[src/rtl/up_dn_cmd_driver.sv]
// Command-driven initiator for an up/down counter: turns LOAD/UP/DOWN/HOLD
// commands into load/Up/Down strobes, stopping early at the counter limits.
module up_dn_cmd_driver #(
   parameter int WIDTH = 5,
   parameter int CNT_W = 8
) (
   input  logic             CLK,
   input  logic             rst,
   input  logic             cmd_valid,
   output logic             cmd_ready,
   input  logic [1:0]       cmd_op,
   input  logic [WIDTH-1:0] cmd_val,
   input  logic [CNT_W-1:0] cmd_rep,
   input  logic             High,
   input  logic             Low,
   output logic [WIDTH-1:0] IN,
   output logic             load,
   output logic             Up,
   output logic             Down,
   output logic             busy,
   output logic             done,
   output logic             sat,
   output logic [CNT_W-1:0] done_cnt
);

   typedef enum logic [2:0] {S_IDLE, S_LOAD, S_STEP, S_WAIT, S_DONE} state_t;
   typedef enum logic [1:0] {OP_LOAD = 2'b00, OP_UP = 2'b01, OP_DOWN = 2'b10, OP_HOLD = 2'b11} op_t;

   state_t           state_q, state_nx;
   op_t              op_q, op_nx;
   logic [WIDTH-1:0] val_q, val_nx;
   logic [CNT_W-1:0] rem_q, rem_nx;
   logic [CNT_W-1:0] cnt_q, cnt_nx;
   logic             sat_q, sat_nx;
   logic             limit;
   logic             rdy_c, load_c, up_c, down_c, done_c;

   always_ff @(posedge CLK) begin
      if (rst) begin
         state_q <= S_IDLE;
         op_q    <= OP_LOAD;
         val_q   <= '0;
         rem_q   <= '0;
         cnt_q   <= '0;
         sat_q   <= 1'b0;
      end else begin
         state_q <= state_nx;
         op_q    <= op_nx;
         val_q   <= val_nx;
         rem_q   <= rem_nx;
         cnt_q   <= cnt_nx;
         sat_q   <= sat_nx;
      end
   end

   // Only the flag facing the active direction can stop a STEP command.
   assign limit = (op_q == OP_UP) ? High : Low;

   always_comb begin
      state_nx = state_q;
      op_nx    = op_q;
      val_nx   = val_q;
      rem_nx   = rem_q;
      cnt_nx   = cnt_q;
      sat_nx   = sat_q;
      rdy_c    = 1'b0;
      load_c   = 1'b0;
      up_c     = 1'b0;
      down_c   = 1'b0;
      done_c   = 1'b0;
      case (state_q)
         S_IDLE: begin
            rdy_c = 1'b1;
            if (cmd_valid) begin
               op_nx  = op_t'(cmd_op);
               rem_nx = cmd_rep;
               cnt_nx = '0;
               sat_nx = 1'b0;
               if (op_t'(cmd_op) == OP_LOAD) begin
                  val_nx   = cmd_val;
                  state_nx = S_LOAD;
               end else if (cmd_rep == '0) begin
                  state_nx = S_DONE;
               end else if (op_t'(cmd_op) == OP_HOLD) begin
                  state_nx = S_WAIT;
               end else begin
                  state_nx = S_STEP;
               end
            end
         end
         S_LOAD: begin
            load_c   = 1'b1;
            state_nx = S_DONE;
         end
         S_STEP: begin
            if (limit) begin
               sat_nx   = 1'b1;
               state_nx = S_DONE;
            end else begin
               up_c   = (op_q == OP_UP);
               down_c = (op_q == OP_DOWN);
               rem_nx = rem_q - 1'b1;
               cnt_nx = cnt_q + 1'b1;
               if (rem_q == CNT_W'(1)) state_nx = S_DONE;
            end
         end
         S_WAIT: begin
            rem_nx = rem_q - 1'b1;
            if (rem_q == CNT_W'(1)) state_nx = S_DONE;
         end
         S_DONE: begin
            done_c   = 1'b1;
            state_nx = S_IDLE;
         end
         default: state_nx = S_IDLE;
      endcase
   end

   // Reset forces every output low in the same cycle, independent of state.
   assign cmd_ready = rdy_c & ~rst;
   assign load      = load_c & ~rst;
   assign Up        = up_c & ~rst;
   assign Down      = down_c & ~rst;
   assign done      = done_c & ~rst;
   assign sat       = done_c & sat_q & ~rst;
   assign busy      = (state_q != S_IDLE) & ~rst;
   assign IN        = rst ? '0 : val_q;
   assign done_cnt  = rst ? '0 : cnt_q;

endmodule

[config.mk]
export PLATFORM = sky130hd
export DESIGN_NAME = up_dn_cmd_driver
export DESIGN_NICKNAME = d
export VERILOG_FILES = /design/src/rtl/up_dn_cmd_driver.sv
export SDC_FILE = /design/constraint.sdc
export NUM_CORES = 1
export LEC_CHECK = 0
export CORE_ASPECT_RATIO = 1.2
export CORE_MARGIN = 10
export CORE_UTILIZATION = 48
export DETAILED_ROUTE_END_ITERATION = 16
export PLACE_DENSITY = 0.79
export SLEW_MARGIN = 20
export SYNTH_ARGS = -nofsm -noshare
export SYNTH_HDL_FRONTEND = slang
export SYNTH_SLANG_ARGS = --single-unit
[constraint.sdc]
create_clock -name CLK -period 1.7 [get_ports CLK]
set_input_delay 0.17 -clock CLK [delete_from_list [all_inputs] [get_ports CLK]]
set_output_delay 0.17 -clock CLK [all_outputs]
set_load 0.05 [all_outputs]
Word-level counts from Yosys, hierarchy flattened
Cells that the tools add are included.
Operators by class
  add/subtract/negate cells: 2
  equality and inequality tests: 11
  muxes and demuxes: 26
  bitwise operators: 9
  reduce and logical (&&, ||, !) cells: 11
Operator list (count)
  8-bit 2-to-1 mux: 5
  8-bit one-hot mux with 3 select lines: 1
  8-bit one-hot mux with 2 select lines: 1
  3-bit 2-to-1 mux: 5
  3-bit one-hot mux with 4 select lines: 1
  3-bit AND reduction: 4
  1-bit 2-to-1 mux: 11
  8-bit by 1-bit adder with 8-bit output (second input constant): 1
  1-bit bitwise AND: 8
  8-bit by 1-bit equality test with 1-bit output (second input constant): 1
  8-bit zero test: 1
  8-bit by 1-bit subtractor with 8-bit output (second input constant): 1
  3-bit by 2-bit equality test with 1-bit output (second input constant): 2
  2-bit inequality test (second input constant): 3
  3-bit nonzero test: 2
  5-bit 2-to-1 mux: 1
  2-bit equality test (second input constant): 2
  3-bit by 1-bit equality test with 1-bit output (second input constant): 1
  3-bit equality test (second input constant): 1
  3-bit zero test: 1
  2-bit by 1-bit equality test with 1-bit output (second input constant): 1
  2-bit zero test: 1
  1-bit one-hot mux with 2 select lines: 1
  2-bit AND reduction: 1
  other kinds (2): 2
Word-level totals
  bits in registers: 27
  bits of input ports: 20
  word-level logic and storage cells: 65

Longest topological paths before layout
  depth after elaboration: 6
  depth in mapped cells: 8

Worst setup path after synthesis
OpenSTA, ideal clock, no wires.
  path kind: register -> output
  from: register state_q[0]
  to: output port sat
  arrival: 2675 ps
  setup slack: -1145 ps
  cell stages (with the launch flop): 4
  buffers on the path: 1
  cell sequence: dfxtp_1 -> buf_1 -> nor4_1 -> and2_1
Between the ends
  cells in the longest elaborated chain, start to end: 4
Ends and longest elaborated chain
  start, declared: RTL line 29  | state_t state_q, state_nx;
  start signal, assigned: RTL line 47  | state_q <= state_nx;
  3-bit equality test: RTL line 71  | case (state_q)
  1-bit 2-to-1 mux: RTL line 71
  1-bit bitwise AND (2 in series): RTL line 125  | assign sat = done_c & sat_q & ~rst;
  end, declared: RTL line 22  | output logic sat,
No other way between the ends.

Worst setup path after layout
  from: register state_q[2]
  to: output port Down
Between the ends
  cells in the longest elaborated chain, start to end: 3
Ends and longest elaborated chain
  3-bit by 2-bit equality test with 1-bit output: RTL line 71
  1-bit 2-to-1 mux: RTL line 71
  1-bit bitwise AND: RTL line 123  | assign Down = down_c & ~rst;
  end, declared: RTL line 19  | output logic Down,
No other way between the ends.

==> results <==
-- layout make-up --
class	count	area [sq um]	area share [%]
clock buffer	3	22.5	0.907
sequential	27	553	22.3
timing repair buffer	64	790	31.8
multi-input combinational	154	1050	42.1
tap	36	45.0	1.81
clock inverter	1	7.51	0.302
inverter	4	20.0	0.806
-- synthesized netlist by cell type, types with 4 or more instances --
library cell,number,area share (%)
nor2_1,19,4.6
o21ai_1,9,2.9
nand4_1,4,1.6
nor3_1,7,2.3
clkbuf_1,6,1.4
nand3_1,5,1.6
a21boi_0,4,1.9
nor2b_1,15,6.0
nor2_2,4,1.6
nand2b_1,4,1.6
inv_1,4,0.97
a21oi_1,18,5.8
dfxtp_1,27,35
nor4_1,4,1.6
or2_0,4,1.6
nand2_1,14,3.4
xor2_1,6,3.4
-- routing by layer --
metal | GRT usage, % | vias to the layer above | wire [um] | share of wire (%)
li1 | - | 810 | - | -
met1 | 15.4 | 756 | 1740 | 36
met3 | 3.46 | 10 | 293 | 6.1
met4 | 6.20 | 0 | 119 | 2.5
met5 | 0 | - | 0 | 0
met2 | 30.2 | 65 | 2620 | 55
-- repair_timing --
item                                    in CTS  in global routing
gates resized for setup                     13                 13
cloned                                       0                  0
pin swaps                                    6                  6
endpoints found under the setup margin       4                 16
hold buffers                                 0                  0
setup buffers                                4                  2
-- logic make-up (layout without fill, tap and decap cells) --
family,Yosys count,after routing
AOI/OAI and AO/OA,47,47
xor gates and xnor gates,6,6
adders and majority gates,3,3
buffers and inverters,16,72
DFF,27,27
muxes,3,3
and+or+nand+nor,95,95
-- power by group through the flow --
stage / sequential [mW] / combinational (mW) / clock (mW)
floorplan: 0.766 / 0.573 / 0
global placement: 0.777 / 0.838 / 0
detailed placement: 0.783 / 0.880 / 0
CTS: 0.768 / 0.950 / 0.297
global route: 0.785 / 1.10 / 0.316
finish: 0.776 / 1.02 / 0.299
-- worst max-delay path, delay by kind of cell, from the launching register on --
kind,cells,cell delay [ns]
and+or+nand+nor,3,0.77
buffers and inverters,1,0.18
DFF,1,0.37
-- final timing paths --
| kind | from | to | slack, ns | depth (start not counted) |
|---|---|---|---|---|
| worst max register to register | op_q[1] | cnt_q[7] | 0.04 | 6 |
| worst max-delay path | state_q[2] | Down | -0.13 | 4 |
| worst min register to register | val_q[3] | val_q[3] | 0.46 | 2 |
| worst min-delay path | cmd_val[3] | val_q[3] | 0.38 | 3 |
-- metrics by stage --
step,instance area (sq um),TNS (ns),worst slack (ns)
detailed placement,2320,-1.62,-0.191
global placement,2320,-0.667,-0.120
finish,2480,-0.315,-0.126
global route,2480,-0.491,-0.164
CTS,2420,-0.194,-0.124
floorplan,1610,-0.324,-0.100
-- registers in the layout (all words and copies together) (netlist names) --
signal / cells
cnt_q: 8
op_q: 2
rem_q: 8
sat_q: 1
state_q: 3
val_q: 5
==> reports/metrics.yaml <==
timing:
  rsz0062_at_grt: "yes"
  finalHoldViolCount: 0
  holdWs_ns: 0.376
  slew_headroom_pct: 73.0
  min_period_over_period_pct: 107
  setup_viol_count_final: 5
  slew_viol_final: 0
  period_needed_ns: 1.83
  fmax_ghz: 0.548
  fin_ws_ns: -0.126
  finalClockSkew_ns: 0.00403
  worst_slew_pin_slew_ns: 0.404
logic_synthesis:
  syn_nets: 220
  synthXorXnorAreaFrac_pct: 3.38
  synth-adder-area-share_pct: 2.41
  netlist_area_sq_um: 1560
  synth_seq_cells: 27
  synth_simple_gate_area_share_pct: 33.2
  synth_compound_area_share_pct: 19.5
  ys_types: 42
  yosysSeqAreaShare_pct: 34.8
  synth-edff-count: 0
  ys.flop_type: "dfxtp_1"
  synth_warnings: 0
  synth.area.mux_share_pct: 1.93
  synth_cells: 197
  syn_area_per_cell_sq_um: 7.89
  synth_top_family_by_area: "simple AND/OR/NAND/NOR gates"
  async_flop_share_pct: 0
route:
  dr.pass1.iters: 5
  via_per_inst: 5.68
  wl_per_cell_um: 16.5
  drc: 0
  routed_wl_um: 4770
  drt_iter0_drc: 84
  num_vias: 1641
  ant_nets: 0
clock_tree:
  cts_made_buffers: 3
  clock_path_buffers: 2
  clkLatencyLatePin_ns: 0.34
  cts_tree: "yes"
  cts.sinks: 27
  clk_pin_slew_ns: 0.16
  htree_levels: 1
  cts-root-buf: "clkbuf_4"
setup_path:
  crit_chain: "nand2b_4, or3_4, nor4b_4, buf_12"
  startpoint_type: "flop"
  cp_slowest_cell: "dfxtp_4"
  cp.arrival_ns: 1.66
  critPathMaxFanout: 2
  crit_type: "reg2out"
  required_ns: 1.53
  slowest_delay_ns: 0.37
  end_kind: "output port"
grt:
  grt_pass1_vias: 1603
  antenna_found_initial: 0
  grt_overflow_total: 0
  grt_max_degree: 24
  grt_first_pass_wirelength_um: 7600
  grt_use_total_pct: 15.5
cells_and_area:
  final_core_util_pct: 80.6
  area_delta_synth_final_pct: 59.7
  final_cell_mix: "23 x dfxtp_1, 22 x buf_4, 20 x buf_12"
  final_cell_count_no_fill: 289
  fillers: 211
  nets: 277
  drive_above_1_share_pct: 30.4
  diodes: 0
  final_common_cell: "dfxtp_1"
power:
  combPwrFrac_pct: 48.6
  p_total_mw: 2.09
  internal-power_mw: 1.27
  power_switching_uw: 821
  ir_worst_vdd_uv: 748
  leakagePower_nw: 0.930
  clockPowerShare_pct: 14.3
  p_sw_share_pct: 39.2
  seqPwrFrac_pct: 37.1
  power_density_nw_per_um2: 843
placed_design:
  port-buffer-count: 39
  dp.cells: 279
  dp_hpwl_um: 3510
  gp_congestion: 0.836
status:
  violations: "negative setup slack"
  status: "finished with violations"
floorplanning:
  start_util_pct: 50.4
  num_rows: 22
  die_h_um: 82.4
  fp.dieW_um: 72.0
  fp.dieArea_sq_um: 5930
  floorplan.core_area_sq_um: 3080
  io_pins: 40
worst_hold_path:
  hold_class: "in2reg"
job:
  drv_cap: 0
Power figures use the tool's default switching activity.
